===== src/rtl/rs_pkg.sv =====
// Shared types and tag helpers for the reservation-station slice.
// Tags are {valid, unit type[2:0], slot id}, sized by the caller's tag width.
package rs_pkg;

    typedef enum logic [2:0] {
        OP_ADD = 3'd0,
        OP_SUB = 3'd1,
        OP_AND = 3'd2,
        OP_OR  = 3'd3,
        OP_XOR = 3'd4
    } op_e;

    localparam logic [2:0] UNIT_MEM = 3'b001;
    localparam logic [2:0] UNIT_ADD = 3'b010;
    localparam logic [2:0] UNIT_MUL = 3'b011;

    localparam int TAG_MAX_W = 32;

    function automatic logic [TAG_MAX_W-1:0] make_tag(input int tag_w, input logic [2:0] unit,
                                                      input logic [3:0] id);
        return (TAG_MAX_W'(1) << (tag_w - 1)) | (TAG_MAX_W'(unit) << (tag_w - 4)) | TAG_MAX_W'(id);
    endfunction

    // Both tags arrive zero-extended; only a broadcast with its valid MSB set can match.
    function automatic logic tag_match(input logic [TAG_MAX_W-1:0] a, input logic [TAG_MAX_W-1:0] b,
                                       input int tag_w);
        return ((a >> (tag_w - 1)) != '0) && (a == b);
    endfunction

endpackage


===== src/rtl/rs_age_matrix.sv =====
// Age matrix: older[i][j]=1 means slot i was allocated before slot j.
// Picks the single oldest requester as a one-hot vector.
module rs_age_matrix #(
    parameter int NUM_ENTRIES = 8
) (
    input  logic                   clk,
    input  logic                   reset,
    input  logic [NUM_ENTRIES-1:0] alloc_vec,
    input  logic [NUM_ENTRIES-1:0] free_vec,
    input  logic [NUM_ENTRIES-1:0] req_vec,
    output logic [NUM_ENTRIES-1:0] oldest_vec
);

    logic [NUM_ENTRIES-1:0] older [NUM_ENTRIES];
    logic [NUM_ENTRIES-1:0] blocked;

    always_ff @(posedge clk or negedge reset) begin
        if (!reset) begin
            for (int i = 0; i < NUM_ENTRIES; i++) older[i] <= '0;
        end else begin
            for (int i = 0; i < NUM_ENTRIES; i++) begin
                for (int j = 0; j < NUM_ENTRIES; j++) begin
                    // A new slot is younger than everything already present.
                    if (alloc_vec[i])
                        older[i][j] <= 1'b0;
                    else if (alloc_vec[j])
                        older[i][j] <= 1'b1;
                    else if (free_vec[i] || free_vec[j])
                        older[i][j] <= 1'b0;
                end
            end
        end
    end

    always_comb begin
        blocked    = '0;
        oldest_vec = '0;
        for (int i = 0; i < NUM_ENTRIES; i++) begin
            for (int j = 0; j < NUM_ENTRIES; j++) begin
                if (j != i && req_vec[j] && older[j][i]) blocked[i] = 1'b1;
            end
            oldest_vec[i] = req_vec[i] & ~blocked[i];
        end
    end

endmodule


===== src/rtl/alu_reservation_station.sv =====
// Multi-op integer ALU reservation station with CDB wake-up, dispatch bypass
// and oldest-first offload through a valid/ready handshake.
module alu_reservation_station
    import rs_pkg::*;
#(
    parameter int         NUM_ENTRIES = 8,
    parameter int         DATA_W      = 32,
    parameter int         TAG_W       = 8,
    parameter int         NUM_CDB     = 3,
    parameter int         LATENCY     = 4,
    parameter logic [2:0] UNIT_TYPE   = UNIT_ADD
) (
    input  logic                      clk,
    input  logic                      reset,
    input  logic                      en,
    input  logic                      flush,
    input  logic                      src_in_valid,
    input  logic [2:0]                op_in,
    input  logic [DATA_W-1:0]         src_in_1,
    input  logic [DATA_W-1:0]         src_in_2,
    input  logic                      src_in1_type,
    input  logic                      src_in2_type,
    input  logic [NUM_CDB*DATA_W-1:0] CDB_data_serialized,
    input  logic [NUM_CDB*TAG_W-1:0]  CDB_tag_serialized,
    output logic                      data_out_valid,
    input  logic                      data_out_ready,
    output logic [DATA_W-1:0]         data_out,
    output logic [TAG_W-1:0]          reg_tag_out,
    output logic                      ready_for_instr,
    output logic [TAG_W-1:0]          acceptor_tag
);

    localparam int ID_W = $clog2(NUM_ENTRIES);

    logic [NUM_ENTRIES-1:0] busy, s1_rdy, s2_rdy, done_vec, oldest_vec, alloc_vec, free_vec;
    logic [2:0]             op_q   [NUM_ENTRIES];
    logic [DATA_W-1:0]      s1_q   [NUM_ENTRIES];
    logic [DATA_W-1:0]      s2_q   [NUM_ENTRIES];
    logic [2:0]             cntr   [NUM_ENTRIES];
    logic [DATA_W:0]        snoop1 [NUM_ENTRIES];
    logic [DATA_W:0]        snoop2 [NUM_ENTRIES];
    logic [DATA_W:0]        in1_snoop, in2_snoop;
    logic                   alloc_found, lock_vld, any_done, dispatch, offload;
    logic [ID_W-1:0]        alloc_id, sel_id, lock_id, oldest_id;

    function automatic logic [2:0] sat_inc(input logic [2:0] c);
        return (c == 3'(LATENCY)) ? c : c + 3'd1;
    endfunction

    function automatic logic [DATA_W-1:0] alu(input logic [2:0] op, input logic signed [DATA_W-1:0] a,
                                             input logic signed [DATA_W-1:0] b);
        logic signed [DATA_W-1:0] r;
        case (op)
            OP_SUB:  r = a - b;
            OP_AND:  r = a & b;
            OP_OR:   r = a | b;
            OP_XOR:  r = a ^ b;
            default: r = a + b;
        endcase
        return r;
    endfunction

    // Returns {hit, data}; scanning downwards lets the lowest channel index win.
    function automatic logic [DATA_W:0] cdb_snoop(input logic [TAG_W-1:0] tag);
        logic [DATA_W:0] r;
        r = '0;
        for (int c = NUM_CDB - 1; c >= 0; c--) begin
            if (tag_match(TAG_MAX_W'(CDB_tag_serialized[(NUM_CDB-1-c)*TAG_W +: TAG_W]),
                          TAG_MAX_W'(tag), TAG_W))
                r = {1'b1, CDB_data_serialized[(NUM_CDB-1-c)*DATA_W +: DATA_W]};
        end
        return r;
    endfunction

    always_comb begin
        alloc_found = 1'b0;
        alloc_id    = '0;
        oldest_id   = '0;
        for (int i = NUM_ENTRIES - 1; i >= 0; i--) begin
            if (!busy[i]) begin
                alloc_found = 1'b1;
                alloc_id    = ID_W'(i);
            end
            if (oldest_vec[i]) oldest_id = ID_W'(i);
            done_vec[i] = busy[i] && (cntr[i] == 3'(LATENCY));
            snoop1[i]   = cdb_snoop(s1_q[i][TAG_W-1:0]);
            snoop2[i]   = cdb_snoop(s2_q[i][TAG_W-1:0]);
        end
        in1_snoop = cdb_snoop(src_in_1[TAG_W-1:0]);
        in2_snoop = cdb_snoop(src_in_2[TAG_W-1:0]);
    end

    rs_age_matrix #(.NUM_ENTRIES(NUM_ENTRIES)) u_age (
        .clk        (clk),
        .reset      (reset),
        .alloc_vec  (alloc_vec),
        .free_vec   (free_vec),
        .req_vec    (done_vec),
        .oldest_vec (oldest_vec)
    );

    // Once offered, a result stays pinned until granted even if an older slot finishes later.
    assign sel_id          = lock_vld ? lock_id : oldest_id;
    assign any_done        = |done_vec;
    assign data_out_valid  = en & any_done;
    assign data_out        = any_done ? alu(op_q[sel_id], s1_q[sel_id], s2_q[sel_id]) : '0;
    assign reg_tag_out     = any_done ? TAG_W'(make_tag(TAG_W, UNIT_TYPE, 4'(sel_id))) : '0;
    assign ready_for_instr = en & alloc_found;
    assign acceptor_tag    = alloc_found ? TAG_W'(make_tag(TAG_W, UNIT_TYPE, 4'(alloc_id))) : '0;
    assign dispatch        = src_in_valid & ready_for_instr & ~flush;
    assign offload         = data_out_valid & data_out_ready & ~flush;
    assign alloc_vec       = dispatch ? (NUM_ENTRIES'(1) << alloc_id) : '0;
    assign free_vec        = flush ? '1 : (offload ? (NUM_ENTRIES'(1) << sel_id) : '0);

    always_ff @(posedge clk or negedge reset) begin
        if (!reset) begin
            busy     <= '0;
            s1_rdy   <= '0;
            s2_rdy   <= '0;
            lock_vld <= 1'b0;
            lock_id  <= '0;
            for (int i = 0; i < NUM_ENTRIES; i++) begin
                op_q[i] <= '0;
                s1_q[i] <= '0;
                s2_q[i] <= '0;
                cntr[i] <= '0;
            end
        end else if (flush) begin
            busy     <= '0;
            s1_rdy   <= '0;
            s2_rdy   <= '0;
            lock_vld <= 1'b0;
            for (int i = 0; i < NUM_ENTRIES; i++) cntr[i] <= '0;
        end else if (en) begin
            for (int i = 0; i < NUM_ENTRIES; i++) begin
                if (busy[i]) begin
                    if (!s1_rdy[i] && snoop1[i][DATA_W]) begin
                        s1_q[i]   <= snoop1[i][DATA_W-1:0];
                        s1_rdy[i] <= 1'b1;
                    end
                    if (!s2_rdy[i] && snoop2[i][DATA_W]) begin
                        s2_q[i]   <= snoop2[i][DATA_W-1:0];
                        s2_rdy[i] <= 1'b1;
                    end
                    if (s1_rdy[i] && s2_rdy[i]) cntr[i] <= sat_inc(cntr[i]);
                end
            end
            if (offload) begin
                busy[sel_id]   <= 1'b0;
                s1_rdy[sel_id] <= 1'b0;
                s2_rdy[sel_id] <= 1'b0;
                cntr[sel_id]   <= '0;
                lock_vld       <= 1'b0;
            end else if (data_out_valid) begin
                lock_vld <= 1'b1;
                lock_id  <= sel_id;
            end
            if (dispatch) begin
                busy[alloc_id]   <= 1'b1;
                op_q[alloc_id]   <= op_in;
                cntr[alloc_id]   <= '0;
                s1_q[alloc_id]   <= (src_in1_type && in1_snoop[DATA_W]) ? in1_snoop[DATA_W-1:0] : src_in_1;
                s2_q[alloc_id]   <= (src_in2_type && in2_snoop[DATA_W]) ? in2_snoop[DATA_W-1:0] : src_in_2;
                s1_rdy[alloc_id] <= !src_in1_type || in1_snoop[DATA_W];
                s2_rdy[alloc_id] <= !src_in2_type || in2_snoop[DATA_W];
            end
        end
    end

endmodule


===== config.mk =====
export PLATFORM = sky130hd
export DESIGN_NAME = alu_reservation_station
export DESIGN_NICKNAME = d
export VERILOG_FILES = /design/src/rtl/rs_pkg.sv /design/src/rtl/rs_age_matrix.sv /design/src/rtl/alu_reservation_station.sv
export SDC_FILE = /design/constraint.sdc
export NUM_CORES = 2
export LEC_CHECK = 0
export BUFFER_PORTS_ARGS = -buffer_cell sky130_fd_sc_hd__buf_2
export CAP_MARGIN = 25
export CORE_ASPECT_RATIO = 0.9
export CORE_MARGIN = 1
export CORE_UTILIZATION = 40
export DETAILED_ROUTE_END_ITERATION = 10
export GPL_TIMING_DRIVEN = 0
export MAX_ROUTING_LAYER = met4
export PLACE_DENSITY = 0.55
export REMOVE_ABC_BUFFERS = 1
export SLEW_MARGIN = 10
export SYNTH_ARGS = -nofsm -noshare
export SYNTH_HDL_FRONTEND = slang
export SYNTH_SLANG_ARGS = --single-unit

===== constraint.sdc =====
create_clock -name clk -period 11.35 [get_ports clk]
set_clock_uncertainty 0.05 [all_clocks]
set_input_delay 2.27 -clock clk [delete_from_list [all_inputs] [get_ports clk]]
set_output_delay 2.27 -clock clk [all_outputs]
set_load 0.05 [all_outputs]

==> run summary <==
result of the run: finished clean
unique cell type count in the Yosys netlist: 94
max-slew violation total from the final report: 0
Power Density: 113.3 nW/um^2
data arrival at the endpoint of the critical path: 8.83 ns
count of antenna-violating nets left after detailed routing: 0
total non-filler cell area in the finished layout: 65100 sq um
crit end category: output pin
Boundary Pins: 245
pin count of the biggest net entering global routing: 99
Initial DRC Count: 10921
reg-to-reg startpoint: s2_q[160]
Synth Warn #: 0
post-route clock period utilization: 0.9826
number of cell rows: 130
relative area change from synthesis to final layout: 15.81%
min-delay worst type: reg -> reg
most used flip-flop cell after synthesis: sky130_fd_sc_hd__dfrtp_1
pre-CTS worst setup slack: -0.7559 ns
cell with the largest stage delay on the worst path: sky130_fd_sc_hd__or3_4
Routed WL per cell: 33.28 um
core region area: 139600 sq um
ranking of synthesized cells by area: sky130_fd_sc_hd__dfrtp_1, sky130_fd_sc_hd__a21oi_1, sky130_fd_sc_hd__nand2_1, sky130_fd_sc_hd__clkbuf_1, sky130_fd_sc_hd__nor2_1
Initial Utilization: 0.4028
cts bufs inserted: 82
slew at the pin closest to its max-slew limit: 1.169 ns
Final Hold Slack: 0.4254 ns
net total in the final layout: 7708
P_leak: 26.68 nW
maximum number of buffers from clock root to sink: 3
Post-Syn Area: 56210 sq um
minimum clock period after layout: 11.15 ns
CP max stage delay: 0.51 ns
height of the die: 357.6 um
DRT Pass-1 Iters: 10
clk sinks: 644
worst skew pair latency: 0.74 ns
Post-CTS Hold Fix Bufs: 0
ratio of routed vias to standard cells: 6.990
Peak Freq: 0.08966 GHz
vias post-DR: 65280
startpoint class of the critical path: flip-flop
worst slew slack as a fraction of its limit: 0.2208
path type of the worst setup path: reg -> out
antenna violations before repair: 19
Die Area: 142000 sq um
synthesized netlist cell count: 7697
placed wire-length estimate: 205900 um
maximum vdd ir drop: 0.0001051 V
maximum capacitance violations: 0
final hold violation count: 0
proportion of layout cells with a drive suffix above 1: 0.1356
total DRC errors in the routed layout: 0
proportion of synthesized flip-flops having asynchronous set or reset: 1.000
worst-case setup margin in the final layout: 0.1970 ns
overall fraction of global-route tracks in use: 0.4328
Die Width: 397.2 um
level count of the clock H-tree: 3
Remaining Overflow, GRT: 0
Hold Crit Start: op_q[23]
Root Driver: sky130_fd_sc_hd__clkbuf_16
register area share after synthesis: 0.2867
Critical Path RT: 9.03 ns
Post-synth EDFFs: 0
number of global-route vias before repair: 60178
cell taking the most area after synthesis: sky130_fd_sc_hd__dfrtp_1
global-route wire length before repair: 437300 um
Port-buffer cells: 238
weighted congestion at the end of routability-driven global placement: 0.9547
most prevalent standard cell on the critical path: sky130_fd_sc_hd__ha_1
clock-pin slew reported for the worst setup and hold paths after clock tree synthesis: 0.06 ns
origin of the worst setup path: cntr[15]
Final Routed Wirelength: 310800 um
area share of the leading cell type in the synthesized netlist: 0.2867
number of failing setup endpoints in the final timing report: 0
post-placement cell area: 61480 sq um
TritonCTS clock tree: done
CP Max Fanout: 13
flip-flop and latch count after synthesis: 644
mean area per synthesized cell: 7.303 sq um
-- cell usage in the layout, fill, tap and decap left out, drive strengths merged, types with 81 or more instances in the layout --
cell type / netlist / layout
a221o: 122 / 122
nand4: 94 / 94
nand3: 244 / 244
ha: 112 / 112
clkbuf: 850 / 131
mux2i: 110 / 110
inv: 135 / 138
a22oi: 328 / 328
a21oi: 909 / 909
buf: 163 / 621
o22ai: 172 / 172
and3: 81 / 81
o22a: 228 / 228
o21ai: 497 / 497
a211oi: 97 / 97
a221oi: 88 / 88
xnor2: 294 / 294
nand2: 975 / 976
dfrtp: 644 / 644
nor3b: 154 / 154
xor2: 149 / 149
nor2: 749 / 749
-- final cells by class --
class | instances | area, sq um
diodes | 23 | 57.56
clock buffers | 126 | 2459
clock inverters | 26 | 327.8
fillers | 13777 | 74460
inverters | 135 | 506.7
multi-input cells | 5911 | 36690
flip-flops and latches | 644 | 16120
well taps | 1848 | 2312
repair buffers | 626 | 6626
-- power breakdown --
| part | switching [mW] | internal, mW | total [mW] |
|---|---|---|---|
| clock | 1.20 | 1.63 | 2.83 |
| sequential | 0.100 | 2.39 | 2.50 |
| combinational | 1.31 | 0.738 | 2.05 |
-- layer usage --
metal | up-vias | part of all wire | track usage
met3 | 1298 | 0.15 | 0.1518
li1 | 27044 | - | -
met5 | - | 0 | -
met1 | 31431 | 0.38 | 0.5410
met2 | 5507 | 0.40 | 0.5847
met4 | 0 | 0.078 | 0.2814
-- per-stage QoR --
step / cells / TNS, ns / utilization / total power, mW
after floorplan: 6689 / -2387.82 / - / 3.640
after global placement: 8775 / - / 0.3994 / 4.345
after detailed placement: 9125 / -3.932 / 0.4405 / 4.421
after CTS: 9297 / 0 / 0.4631 / 7.268
after global routing: 9336 / -0.06867 / 0.4664 / 7.617
final: 9339 / 0 / 0.4665 / 7.375
-- critical path: cells and delay by family (launching register included) --
| kind | cells | cell delay, ns |
|---|---|---|
| compound gates | 13 | 3.24 |
| simple gates | 10 | 1.92 |
| buf+inv | 7 | 1.34 |
| fa+ha+maj | 3 | 0.90 |
| flops | 1 | 0.35 |
| xor+xnor | 2 | 0.27 |
-- flip-flops by register name (all words and copies together) (netlist names) --
signal and flops:
s2_rdy 8, s2_q 256, s1_rdy 8, u_age.older 56, lock_vld 1, s1_q 256
cntr 24, busy 8, lock_id 3, op_q 24
-- worst paths after layout --
kind / end / slack [ns] / cells after the start
max in group asynchronous: s2_q[255] / 7.53 / 5
max: data_out[31] / 0.20 / 35
min: op_q[23] / 0.43 / 2
min reg2reg: op_q[23] / 0.43 / 2
max reg2reg: s2_q[160] / 6.40 / 11
min in group asynchronous: op_q[12] / 1.41 / 1
-- logic make-up (layout without fill, tap and decap cells) --
family	Yosys count	in the layout	synth area share
other cells	1	29	0.00006671
simple gates	2523	2524	0.2039
mux	138	138	0.02526
xor+xnor	443	443	0.06902
fa+ha+maj	113	113	0.02528
flops	644	644	0.2867
buf+inv	1148	913	0.08017
compound gates	2687	2687	0.3096
-- synth_stat cells, drive strengths merged, types with 112 or more instances --
cell / count
xnor2: 294
o21ai: 497
a21oi: 909
inv: 135
buf: 163
ha: 112
o22a: 228
nor3b: 154
xor2: 149
a221o: 122
nor2: 749
clkbuf: 850
nand2: 975
nand3: 244
o22ai: 172
a22oi: 328
dfrtp: 644
-- timing repair --
item                                    in CTS  in global routing
pin swaps                                   15                 11
buffers inserted                            22                  8
endpoints found under the setup margin      22                 10
cloned                                       0                  4
gates resized for setup                     45                 33
Power figures use the tool's default switching activity.
